**src/rtl/aurora_lane_init_sm.sv**
```systemverilog
// Receive-side lane initialisation and monitoring controller for one 2-byte
// Aurora 8b10b lane. Walks the lane through RX reset, comma alignment,
// polarity detection and /SP/ verification, then raises LANE_UP and watches
// decode/buffer errors with a leaky bucket, forcing re-init when needed.
//
// Ports:
//   USER_CLK          lane user clock (RXUSRCLK2 domain)
//   RESET             synchronous active-high reset
//   RESETDONE_IN      transceiver reset done
//   RXDATA_IN[15:0]   decoded RX data, [15:8] is the first byte
//   RXCHARISK_IN[1:0] K flags, [1] pairs with [15:8]
//   RXCHARISCOMMA_IN  comma flags
//   RXDISPERR_IN      disparity error flags
//   RXNOTINTABLE_IN   not-in-table flags
//   RXREALIGN_IN      byte realign pulse
//   RXBUFERR_IN       RX elastic buffer error
//   RXRESET_OUT       to transceiver RX reset
//   ENCOMMAALIGN_OUT  comma alignment enable (both M and P)
//   RXPOLARITY_OUT    RX polarity select
//   LANE_UP           lane initialised
//   SOFT_ERR          per-cycle decode error pulse while lane up
//   HARD_ERR          one-cycle pulse on forced re-initialisation
module aurora_lane_init_sm #(
   parameter int unsigned RST_CYCLES    = 8,
   parameter int unsigned ALIGN_TIMEOUT = 4096,
   parameter int unsigned GOOD_SP       = 4,
   parameter int unsigned ERR_THRESH    = 15,
   parameter int unsigned ERR_LEAK      = 256
) (
   input  logic        USER_CLK,
   input  logic        RESET,
   input  logic        RESETDONE_IN,
   input  logic [15:0] RXDATA_IN,
   input  logic [1:0]  RXCHARISK_IN,
   input  logic [1:0]  RXCHARISCOMMA_IN,
   input  logic [1:0]  RXDISPERR_IN,
   input  logic [1:0]  RXNOTINTABLE_IN,
   input  logic        RXREALIGN_IN,
   input  logic        RXBUFERR_IN,
   output logic        RXRESET_OUT,
   output logic        ENCOMMAALIGN_OUT,
   output logic        RXPOLARITY_OUT,
   output logic        LANE_UP,
   output logic        SOFT_ERR,
   output logic        HARD_ERR
);

   // One shared counter serves as reset timer, align/verify timeout and leak timer
   localparam int unsigned CNT_MAX_A = (RST_CYCLES > ALIGN_TIMEOUT) ? RST_CYCLES : ALIGN_TIMEOUT;
   localparam int unsigned CNT_MAX   = (CNT_MAX_A > ERR_LEAK) ? CNT_MAX_A : ERR_LEAK;
   localparam int unsigned CNT_W     = $clog2(CNT_MAX + 1);
   localparam int unsigned SP_W      = $clog2(GOOD_SP + 1);
   localparam int unsigned BKT_W     = 8;

   typedef enum logic [2:0] {
      ST_RST,
      ST_WAIT_DONE,
      ST_ALIGN,
      ST_VERIFY,
      ST_READY
   } state_t;

   state_t             state;
   logic [CNT_W-1:0]   cnt;
   logic [SP_W-1:0]    sp_cnt;
   logic [BKT_W-1:0]   bucket;

   logic dec_err;
   logic sp_good;
   logic sp_inv;
   logic k_word;
   logic comma_hi;
   logic leak;
   logic ready_fault;

   // Word classification
   assign dec_err  = |(RXDISPERR_IN | RXNOTINTABLE_IN);
   assign sp_good  = (RXCHARISK_IN == 2'b10) &&
                     ((RXDATA_IN == 16'hBC95) || (RXDATA_IN == 16'h9595));
   assign sp_inv   = ((RXCHARISK_IN == 2'b10) && (RXDATA_IN == 16'hBC4A)) ||
                     ((RXCHARISK_IN == 2'b00) && (RXDATA_IN == 16'h4A4A));
   assign k_word   = |RXCHARISK_IN;
   // Only a comma in the first byte means the lane is word aligned
   assign comma_hi = RXCHARISCOMMA_IN inside {2'b10, 2'b11};

   // Leak only applies when the timer wraps and the bucket holds something
   assign leak        = (cnt == CNT_W'(ERR_LEAK - 1)) && (bucket != '0);
   // Buffer error, threshold and realign all lead to the same re-init
   assign ready_fault = RXBUFERR_IN || (bucket >= BKT_W'(ERR_THRESH)) || RXREALIGN_IN;

   // State register with outputs assigned alongside each transition
   always_ff @(posedge USER_CLK) begin
      SOFT_ERR <= 1'b0;
      HARD_ERR <= 1'b0;
      if (RESET) begin
         state            <= ST_RST;
         cnt              <= '0;
         sp_cnt           <= '0;
         bucket           <= '0;
         RXRESET_OUT      <= 1'b1;
         ENCOMMAALIGN_OUT <= 1'b0;
         RXPOLARITY_OUT   <= 1'b0;
         LANE_UP          <= 1'b0;
      end else begin
         case (state)
            ST_RST: begin
               if (cnt == CNT_W'(RST_CYCLES - 1)) begin
                  state       <= ST_WAIT_DONE;
                  cnt         <= '0;
                  RXRESET_OUT <= 1'b0;
               end else begin
                  cnt <= cnt + CNT_W'(1);
               end
            end

            ST_WAIT_DONE: begin
               if (RESETDONE_IN) begin
                  state            <= ST_ALIGN;
                  cnt              <= '0;
                  ENCOMMAALIGN_OUT <= 1'b1;
               end
            end

            ST_ALIGN: begin
               if (comma_hi && !RXREALIGN_IN) begin
                  state            <= ST_VERIFY;
                  cnt              <= '0;
                  sp_cnt           <= '0;
                  ENCOMMAALIGN_OUT <= 1'b0;
               end else if (cnt == CNT_W'(ALIGN_TIMEOUT - 1)) begin
                  state            <= ST_RST;
                  cnt              <= '0;
                  ENCOMMAALIGN_OUT <= 1'b0;
                  RXRESET_OUT      <= 1'b1;
               end else begin
                  cnt <= cnt + CNT_W'(1);
               end
            end

            ST_VERIFY: begin
               if (RXREALIGN_IN) begin
                  state            <= ST_ALIGN;
                  cnt              <= '0;
                  sp_cnt           <= '0;
                  ENCOMMAALIGN_OUT <= 1'b1;
               end else if (sp_inv) begin
                  // Polarity survives the reset pass; only RESET clears it
                  state          <= ST_RST;
                  cnt            <= '0;
                  sp_cnt         <= '0;
                  RXPOLARITY_OUT <= ~RXPOLARITY_OUT;
                  RXRESET_OUT    <= 1'b1;
               end else if (sp_good && !dec_err && (sp_cnt == SP_W'(GOOD_SP - 1))) begin
                  state   <= ST_READY;
                  cnt     <= '0;
                  sp_cnt  <= '0;
                  bucket  <= '0;
                  LANE_UP <= 1'b1;
               end else if (cnt == CNT_W'(ALIGN_TIMEOUT - 1)) begin
                  state       <= ST_RST;
                  cnt         <= '0;
                  sp_cnt      <= '0;
                  RXRESET_OUT <= 1'b1;
               end else begin
                  cnt <= cnt + CNT_W'(1);
                  if (dec_err) begin
                     sp_cnt <= '0;
                  end else if (sp_good) begin
                     sp_cnt <= sp_cnt + SP_W'(1);
                  end else if (k_word) begin
                     sp_cnt <= '0;
                  end
               end
            end

            ST_READY: begin
               if (ready_fault) begin
                  state       <= ST_RST;
                  cnt         <= '0;
                  bucket      <= '0;
                  LANE_UP     <= 1'b0;
                  RXRESET_OUT <= 1'b1;
                  HARD_ERR    <= 1'b1;
               end else begin
                  SOFT_ERR <= dec_err;
                  cnt      <= (cnt == CNT_W'(ERR_LEAK - 1)) ? '0 : cnt + CNT_W'(1);
                  // Simultaneous increment and leak cancel out
                  if (dec_err && !leak && (bucket != {BKT_W{1'b1}})) begin
                     bucket <= bucket + BKT_W'(1);
                  end else if (leak && !dec_err) begin
                     bucket <= bucket - BKT_W'(1);
                  end
               end
            end

            default: begin
               state            <= ST_RST;
               cnt              <= '0;
               sp_cnt           <= '0;
               bucket           <= '0;
               RXRESET_OUT      <= 1'b1;
               ENCOMMAALIGN_OUT <= 1'b0;
               LANE_UP          <= 1'b0;
            end
         endcase
      end
   end

endmodule

```
**config.mk**
```make
export PLATFORM = sky130hd
export DESIGN_NAME = aurora_lane_init_sm
export DESIGN_NICKNAME = d
export VERILOG_FILES = /design/src/rtl/aurora_lane_init_sm.sv
export SDC_FILE = /design/constraint.sdc
export NUM_CORES = 1
export LEC_CHECK = 0
export ABC_CLOCK_PERIOD_IN_PS = 4050
export CELL_PAD_IN_SITES_DETAIL_PLACEMENT = 1
export CELL_PAD_IN_SITES_GLOBAL_PLACEMENT = 1
export CORE_ASPECT_RATIO = 1.1
export CORE_MARGIN = 8
export CORE_UTILIZATION = 40
export CTS_CLUSTER_DIAMETER = 50
export CTS_CLUSTER_SIZE = 28
export DETAILED_ROUTE_END_ITERATION = 8
export PLACE_DENSITY_LB_ADDON = 0.1
export SLEW_MARGIN = 20
export SYNTH_ARGS = -nofsm -noshare
export SYNTH_HDL_FRONTEND = slang
export SYNTH_SLANG_ARGS = --single-unit
```
**constraint.sdc**
```tcl
create_clock -name USER_CLK -period 4.05 [get_ports USER_CLK]
set_input_delay 0.81 -clock USER_CLK [delete_from_list [all_inputs] [get_ports USER_CLK]]
set_output_delay 0.81 -clock USER_CLK [all_outputs]
set_load 0.01 [all_outputs]
```
==> results.py, run 1 <==
metrics = {
    "outcome": {
        "status": "completed",
    },
    "layout": {
        "fin_cells": 376,
        "syn2layout_area_growth_pct": 22.00,
        "layout_common_cells": "dfxtp_1 (33), clkdlybuf4s50_1 (33), nor2_1 (31), nand2_1 (20), a21oi_1 (12)",
        "fin_area_sq_mm": 0.002706,
        "final_layout_size_suffix_gt1_frac": 0.1063,
        "nets": 339,
        "n_antenna_cell": 0,
    },
    "setup_path": {
        "path_max_fanout": 8,
        "cp-start-kind": "register",
        "cp_data_arrival_time_ns": 3.45,
        "worstPathRequired_ns": 4.21,
        "path_class": "register to register",
        "cp-end-kind": "register",
    },
    "power": {
        "p_switching_mw": 0.1685,
        "p_comb_frac": 0.117,
        "power.total_mw": 0.6599,
        "vdd_drop_max_mv": 0.1469,
        "p_leak_nw": 1.005,
        "p_clk_frac": 0.375,
        "switching_share": 0.2554,
        "seqPwrFrac": 0.508,
        "p_int_mw": 0.4913,
        "p_per_area_mw_per_mm2": 243.8,
    },
    "synth": {
        "syn_inst": 264,
        "synthDistinctLibCells": 68,
        "avgSynthCellArea_sq_um": 8.403,
        "synthesis.area_sq_mm": 0.002218,
        "ys_ff_latch": 33,
        "synth_edf_count": 0,
        "ys_seq_area_frac": 0.2978,
        "synth_nets": 303,
        "ys_warn_count": 0,
        "yosys_most_used_dff": "dfxtp_1",
        "synthArstFlopShare": 0,
    },
    "place": {
        "place_congestion": 0.7659,
        "place_area_sq_mm": 0.002624,
        "place_inst": 368,
        "port_buffers": 33,
        "dp_hpwl_mm": 4.609,
        "post-place-ws_ns": 0.5042,
    },
    "timing": {
        "slew_headroom": 0.5790,
        "slew_violations": 0,
        "fin_crit_sh": 0.8126,
        "tightest_slew_ns": 0.6315,
        "final.setup.tns_ns": 0,
        "layout_setup_ws_ns": 0.7590,
        "final.min_clock_period_ns": 3.291,
        "clock.fmax_mhz": 303.9,
        "finalHoldViolCount": 0,
        "finClkSkew_ns": 0.005591,
        "rsz0062_at_grt": "false",
        "setup_viol": 0,
    },
    "route": {
        "dr.pass1.iters": 4,
        "routed_wl_mm": 5.888,
        "drt-initial-drc-count": 116,
        "drc": 0,
        "drtAntennaViolNets": 0,
        "avgViaCountPerCell": 5.614,
        "wl_per_cell_microns": 15.66,
        "num_vias": 2111,
    },
    "clock_tree": {
        "cts.sinks": 33,
        "hold_buffers": 0,
        "cts_root_buf": "clkbuf_8",
        "ctsResizeCount": 0,
        "numCtsBuffers": 5,
        "clock_latency_ns": 0.28,
        "clock_path_buffers": 2,
        "htreeDepth": 2,
        "cts_tree": "done",
        "postCtsSetupBuffers": 0,
        "path_clk_slew_ns": 0.07,
    },
    "grt": {
        "grt_pass1_wl_mm": 10.23,
        "antenna_found_initial": 0,
        "grt_pass1_vias": 2183,
        "groute.usage.overall": 0.1551,
        "grt.overflow.total": 0,
        "grt_max_degree": 17,
    },
    "die": {
        "die_h_microns": 94.11,
        "row_count": 28,
        "io_pins": 35,
        "start_util": 0.4139,
        "die-area_sq_mm": 0.008188,
        "coreArea_sq_mm": 0.005360,
        "die_width_microns": 87.01,
    },
    "worst_hold_path": {
        "hp-class": "register to register",
    },
    "job": {
        "maxCapViolCount": 0,
    },
}
==> cells in the mapped netlist (3+ instances only) <==
cell type  count  share of area
a211oi_1       4          0.014
a21o_1         6          0.020
a21oi_1       12          0.027
a31oi_1        5          0.014
and3_1         4          0.011
clkbuf_1       4         0.0068
dfxtp_1       33           0.30
ha_1           9          0.051
inv_1         10          0.017
mux2i_1        3          0.014
nand2_1       20          0.034
nand2b_1       3         0.0085
nand3_1        9          0.020
nand4_1        6          0.017
nand4b_1       4          0.016
nor2_1        31          0.052
nor3_1         6          0.014
nor3b_1        8          0.027
nor4_4         3          0.029
nor4b_1        3          0.012
nor4bb_1       3          0.014
o21ai_0       10          0.023
o21ai_1        9          0.020
xnor2_1        4          0.016
xor2_1         3          0.012
==> cells by family (layout without fill, tap and decap cells) <==
family	after synthesis	after routing	share of synthesized area
adder cells (fa/ha/maj)	10	10	0.05979
AO/OA/AOI/OAI	66	66	0.1985
flip-flops	33	33	0.2978
buffers and inverters	18	55	0.03892
multiplexers	3	3	0.01354
XOR/XNOR	7	7	0.02764
AND/OR/NAND/NOR	127	127	0.3638
==> area by class of cell <==
| cell class | instances | area (sq um) |
|---|---|---|
| clock buffers | 6 | 72.57 |
| clock inverters | 2 | 10.01 |
| fillers | 669 | 2654 |
| inverters | 10 | 37.54 |
| multi-input cells | 213 | 1471 |
| flip-flops and latches | 33 | 660.6 |
| well taps | 75 | 93.84 |
| repair buffers | 37 | 360.3 |
==> registers in the layout, summed over array words and instances (netlist names) <==
signal,flops
cnt,13
sp_cnt,3
SOFT_ERR,1
ENCOMMAALIGN_OUT,1
state,3
RXRESET_OUT,1
RXPOLARITY_OUT,1
bucket,8
HARD_ERR,1
LANE_UP,1
==> worst max-delay path, stage by stage, from the launching register on <==
cell and delay (ns):
dfxtp_1 0.38, ha_1 0.25, nand3_2 0.20, or2_1 0.36
nor2_1 0.18, a211o_1 0.34, ha_1 0.29, a21oi_1 0.22
o211ai_1 0.14, o21ai_0 0.26, nand2b_1 0.11, a21oi_1 0.20
xnor2_1 0.14, o32ai_1 0.09
==> per-stage QoR <==
step             util  hold slack (ns)
4_1_cts        0.5049           0.4694
2_1_floorplan       -           0.4250
5_1_grt        0.5049           0.5425
6_report       0.5049           0.4604
3_3_place_gp   0.4895           0.4390
3_5_place_dp   0.4895           0.4530
==> power groups by stage <==
stage | logic (mW) | clock network [mW] | registers, mW
after floorplan | 0.0385 | 0 | 0.341
after global placement | 0.0761 | 0 | 0.343
after detailed placement | 0.0778 | 0 | 0.343
after CTS | 0.0781 | 0.255 | 0.335
after global routing | 0.0845 | 0.265 | 0.336
final | 0.0772 | 0.247 | 0.335
==> path summary, 6_finish.rpt <==
| path | start | to | slack [ns] | cells after the start |
|---|---|---|---|---|
| max | cnt[0] | bucket[7] | 0.76 | 13 |
| min | sp_cnt[2] | sp_cnt[2] | 0.46 | 2 |
| max reg2reg | cnt[0] | bucket[7] | 0.76 | 13 |
| min reg2reg | sp_cnt[2] | sp_cnt[2] | 0.46 | 2 |
==> routing by layer <==
| layer | GRT usage | wire length (microns) | vias to the layer above |
|---|---|---|---|
| li1 | - | - | 1065 |
| met4 | 0.04310 | 59 | 0 |
| met2 | 0.2758 | 2981 | 14 |
| met3 | 0.02887 | 136 | 5 |
| met1 | 0.1840 | 2711 | 1027 |
| met5 | 0 | 0 | - |
Power figures use the tool's default switching activity.
==> run 2: changes to the inputs <==
ABC_CLOCK_PERIOD_IN_PS = 3400   (was 4050)
clock period = 3.4 ns   (was 4.05 ns; I/O delays follow)
==> results.py, run 2 (same netlist as run 1, synthesis figures left out) <==
metrics = {
    "outcome": {
        "status": "completed",
    },
    "layout": {
        "fin_cells": 377,
        "fin_util": 0.5086,
        "final_layout_size_suffix_gt1_frac": 0.1126,
        "layout_common_cells": "dfxtp_1 (33), clkdlybuf4s50_1 (33), nor2_1 (31), nand2_1 (20), a21oi_1 (12)",
        "top_regs": "cnt (13), bucket (8)",
        "fillers": 665,
        "syn2layout_area_growth_pct": 22.90,
        "seq_area_sq_um": 660.6,
        "largest-register": "cnt",
        "multi_input_area_sq_mm": 0.001473,
        "fin_area_sq_mm": 0.002726,
        "largest_reg_flops": 13,
        "nets": 341,
        "n_antenna_cell": 0,
    },
    "route": {
        "drc": 0,
        "avgViaCountPerCell": 5.592,
        "drt-initial-drc-count": 74,
        "num_vias": 2108,
        "dr.pass1.iters": 4,
        "drtAntennaViolNets": 0,
        "wl_per_cell_microns": 16.21,
        "routed_wl_mm": 6.111,
    },
    "setup_path": {
        "cp-start-kind": "register",
        "cp-end-kind": "register",
        "cp_data_arrival_time_ns": 3.24,
        "crit_slowest_cell": "dfxtp_1",
        "path_max_fanout": 8,
        "path_common_cell": "ha_1",
        "path_cells": "ha_1 > nand3_2 > or2_1 > nor2_1 > a211o_2 > ha_1 > nor2b_1 > o21ai_0 > nand2b_1 > a21o_1 > a21oi_1 > xnor2_1 > a31o_1",
        "critPathMaxStageDelay_ns": 0.38,
        "path_class": "register to register",
        "worstPathRequired_ns": 3.58,
    },
    "grt": {
        "groute.usage.overall": 0.1573,
        "grt_pass1_wl_mm": 10.35,
        "antenna_found_initial": 0,
        "grt_pass1_vias": 2247,
        "grt_max_degree": 25,
        "grt.overflow.total": 0,
    },
    "timing": {
        "layout_setup_ws_ns": 0.3445,
        "tightest_slew_ns": 0.6135,
        "finalHoldViolCount": 0,
        "whs_ns": 0.4813,
        "final.min_clock_period_ns": 3.055,
        "finClkSkew_ns": 0.005297,
        "fin_crit_sh": 0.8987,
        "final.setup.tns_ns": 0,
        "setup_viol": 0,
        "clock.fmax_mhz": 327.3,
        "slew_headroom": 0.5905,
        "rsz0062_at_grt": "false",
        "slew_violations": 0,
    },
    "clock_tree": {
        "cts_root_buf": "clkbuf_8",
        "numCtsBuffers": 5,
        "clock_latency_ns": 0.28,
        "cts.sinks": 33,
        "path_clk_slew_ns": 0.07,
        "cts_tree": "done",
        "clock_path_buffers": 2,
        "htreeDepth": 2,
    },
    "die": {
        "die-area_sq_mm": 0.008188,
        "die_width_microns": 87.01,
        "io_pins": 35,
        "row_count": 28,
        "coreArea_sq_mm": 0.005360,
        "start_util": 0.4139,
        "die_h_microns": 94.11,
    },
    "worst_hold_path": {
        "hp-class": "register to register",
    },
    "place": {
        "port_buffers": 33,
        "place_area_sq_mm": 0.002639,
        "post-place-ws_ns": 0.02067,
        "dp_hpwl_mm": 4.828,
        "place_inst": 370,
        "place_congestion": 0.7696,
    },
    "power": {
        "vdd_drop_max_mv": 0.1853,
        "power.total_mw": 0.7973,
        "p_leak_nw": 1.012,
        "p_per_area_mw_per_mm2": 292.4,
    },
    "job": {
        "maxCapViolCount": 0,
    },
}
[run 2: changes by cell type in the layout (fill, tap and decap cells not counted)]
| cell | change |
|---|---|
| a211o_1 | -1 |
| a211o_2 | +1 |
| buf_4 | +2 |
| clkbuf_8 | +1 |
| clkinv_2 | -2 |
[run 2: layer usage]
metal / share of wire / GRT usage / routed length (microns)
met3: 0.025 / 0.02975 / 153
met2: 0.52 / 0.2885 / 3187
met5: 0 / 0 / 0
met4: 0.0082 / 0.03448 / 50
met1: 0.44 / 0.1825 / 2719
[run 2: worst paths after layout]
path              startpoint        end  slack (ns)  cells past startpoint
hold / removal     sp_cnt[0]  sp_cnt[0]        0.48                      1
hold reg to reg    sp_cnt[0]  sp_cnt[0]        0.48                      1
setup reg to reg      cnt[0]  bucket[6]        0.34                     13
setup / recovery      cnt[0]  bucket[6]        0.34                     13
[run 2: where the power goes]
group          switching (mW)  total [mW]  internal [mW]
logic                  0.0410      0.0925         0.0515
clock network           0.144       0.305          0.161
registers             0.00758       0.400          0.392
total                   0.193       0.797          0.604
[run 2: layout make-up]
type | instances | area share
multi-input combinational | 213 | 0.5402
inverter | 10 | 0.01377
timing repair buffer | 39 | 0.1377
clock buffer | 7 | 0.03167
sequential | 33 | 0.2423
tap | 75 | 0.03442
[run 2: timing repair]
item	4_1_cts	5_1_grt
setup buffers	0	0
hold buffers	0	0
endpoints found under the setup margin	0	2
gates resized for setup	0	1
[run 2: worst max-delay path: cells and delay by family, from the launching register on]
kind | cells | cell delay (ns)
DFF | 1 | 0.38
xor gates and xnor gates | 1 | 0.08
AOI/OAI and AO/OA | 5 | 1.03
and+or+nand+nor | 5 | 0.92
adders and majority gates | 2 | 0.55
==> run 3: changes to the inputs <==
==> constraint.sdc (replaced) <==
create_clock -name USER_CLK -period 3.4 [get_ports USER_CLK]
set_input_delay 0.51 -clock USER_CLK [delete_from_list [all_inputs] [get_ports USER_CLK]]
set_output_delay 0.51 -clock USER_CLK [all_outputs]
set_load 0.01 [all_outputs]
==> results.py, run 3 (same netlist as run 1, synthesis figures left out) <==
metrics = {
    "setup_path": {
        "cp-start-kind": "register",
        "path_class": "register to register",
        "worstPathRequired_ns": 3.56,
        "path_max_fanout": 8,
        "path_delay_family": "compound AO/OA/AOI/OAI gates",
        "path_depth": 13,
        "path_buf_inv": 0,
        "crit_slowest_cell": "dfxtp_1",
        "path_cells": "ha_1 > nand3_2 > or2_1 > nor2_1 > a211o_2 > ha_1 > a21oi_1 > o211ai_1 > o21ai_0 > nand2b_1 > a21oi_1 > xnor2_1 > o32ai_1",
        "cp_data_arrival_time_ns": 3.17,
        "critPathMaxStageDelay_ns": 0.37,
        "cp-end-kind": "register",
        "reg2regPathDepth": 13,
    },
    "layout": {
        "fin_area_sq_mm": 0.002749,
        "n_antenna_cell": 0,
        "largest-register": "cnt",
        "final_layout_size_suffix_gt1_frac": 0.1126,
        "top_regs": "cnt (13), bucket (8)",
        "nets": 340,
        "largest_reg_flops": 13,
        "syn2layout_area_growth_pct": 23.91,
        "fin_cells": 377,
        "layout_common_cells": "dfxtp_1 (33), clkdlybuf4s50_1 (33), nor2_1 (31), nand2_1 (20), a21oi_1 (12)",
        "fin_util": 0.5128,
    },
    "timing": {
        "slew_violations": 0,
        "final.setup.tns_ns": 0,
        "final.min_clock_period_ns": 3.009,
        "finalHoldViolCount": 0,
        "clock.fmax_mhz": 332.3,
        "slew_headroom": 0.5958,
        "rsz0062_at_grt": "false",
        "fin_crit_sh": 0.8851,
        "setup_viol": 0,
        "finClkSkew_ns": 0.006292,
        "tightest_slew_ns": 0.6055,
    },
    "power": {
        "p_per_area_mw_per_mm2": 319.2,
        "vdd_drop_max_mv": 0.1581,
        "p_leak_nw": 1.021,
    },
    "die": {
        "row_count": 28,
        "die-area_sq_mm": 0.008188,
        "start_util": 0.4139,
        "io_pins": 35,
        "die_h_microns": 94.11,
        "coreArea_sq_mm": 0.005360,
        "die_width_microns": 87.01,
    },
    "grt": {
        "grt_max_degree": 18,
        "grt_pass1_vias": 2209,
        "grt_pass1_wl_mm": 10.41,
        "antenna_found_initial": 0,
        "grt.overflow.total": 0,
        "groute.usage.overall": 0.1572,
    },
    "clock_tree": {
        "ctsResizeCount": 0,
        "cts_root_buf": "clkbuf_8",
        "postCtsSetupBuffers": 0,
        "numCtsBuffers": 5,
        "cts.sinks": 33,
        "clock_path_buffers": 2,
        "path_clk_slew_ns": 0.07,
        "cts_tree": "done",
        "htreeDepth": 2,
        "clock_latency_ns": 0.28,
        "hold_buffers": 0,
    },
    "route": {
        "dr.pass1.iters": 4,
        "num_vias": 2117,
        "drt-initial-drc-count": 65,
        "avgViaCountPerCell": 5.615,
        "drc": 0,
        "drtAntennaViolNets": 0,
        "routed_wl_mm": 6.015,
        "wl_per_cell_microns": 15.95,
    },
    "place": {
        "dp_hpwl_mm": 4.619,
        "place_congestion": 0.7681,
        "port_buffers": 33,
        "place_area_sq_mm": 0.002631,
        "place_inst": 369,
    },
    "worst_hold_path": {
        "hp-class": "register to register",
        "hold_path_depth": 2,
    },
    "outcome": {
        "status": "completed",
    },
    "job": {
        "maxCapViolCount": 0,
    },
}
==> run 3: cell count changes in the layout (fill, tap and decap cells not counted), sizes merged <==
| cell | before | now |
|---|---|---|
| bufinv | 0 | 1 |
| buf | 6 | 5 |
==> run 3: area by class of cell <==
| class | count | area (sq um) |
|---|---|---|
| fillers | 677 | 2611 |
| multi-input cells | 213 | 1473 |
| clock inverters | 1 | 30.03 |
| repair buffers | 38 | 367.9 |
| clock buffers | 7 | 86.33 |
| flip-flops and latches | 33 | 660.6 |
| well taps | 75 | 93.84 |
| inverters | 10 | 37.54 |
==> run 3: per-layer routing <==
| layer | up-vias | share of wire | global-route usage |
|---|---|---|---|
| met2 | 24 | 0.50 | 0.2745 |
| met1 | 1023 | 0.46 | 0.1889 |
| met4 | 0 | 0.013 | 0.05172 |
| met3 | 7 | 0.023 | 0.02712 |
| li1 | 1063 | - | - |
| met5 | - | 0 | 0 |
==> run 3: metrics by stage <==
| stage | hold WS [ns] | total power, mW | setup slack (ns) |
|---|---|---|---|
| CTS | 0.4757 | 0.8880 | 0.2415 |
| global route | 0.4917 | 0.9105 | 0.04600 |
| global placement | 0.4413 | 0.4985 | 0.2628 |
| detailed placement | 0.4600 | 0.5006 | 0.2079 |
| floorplan | 0.4250 | 0.4521 | 0.5957 |
| finish | 0.4647 | 0.8774 | 0.3905 |
==> run 3: worst reg2reg max path: cells and delay by family, from the launching register on <==
kind | cells | cell delay [ns]
adder cells (fa/ha/maj) | 2 | 0.52
AND/OR/NAND/NOR | 4 | 0.71
AO/OA/AOI/OAI | 6 | 1.16
XOR/XNOR | 1 | 0.14
flip-flops | 1 | 0.37
==> run 3: worst paths after layout <==
check                                  to      start  slack (ns)
worst max register to register  bucket[7]     cnt[0]        0.39
worst min register to register  sp_cnt[2]  sp_cnt[2]        0.46
worst max-delay path            bucket[7]     cnt[0]        0.39
worst min-delay path            sp_cnt[2]  sp_cnt[2]        0.46
==> run 3: power breakdown <==
part	switching, mW	total [mW]	internal [mW]
logic	0.0414	0.0927	0.0513
registers	0.00709	0.399	0.392
clock network	0.146	0.385	0.239
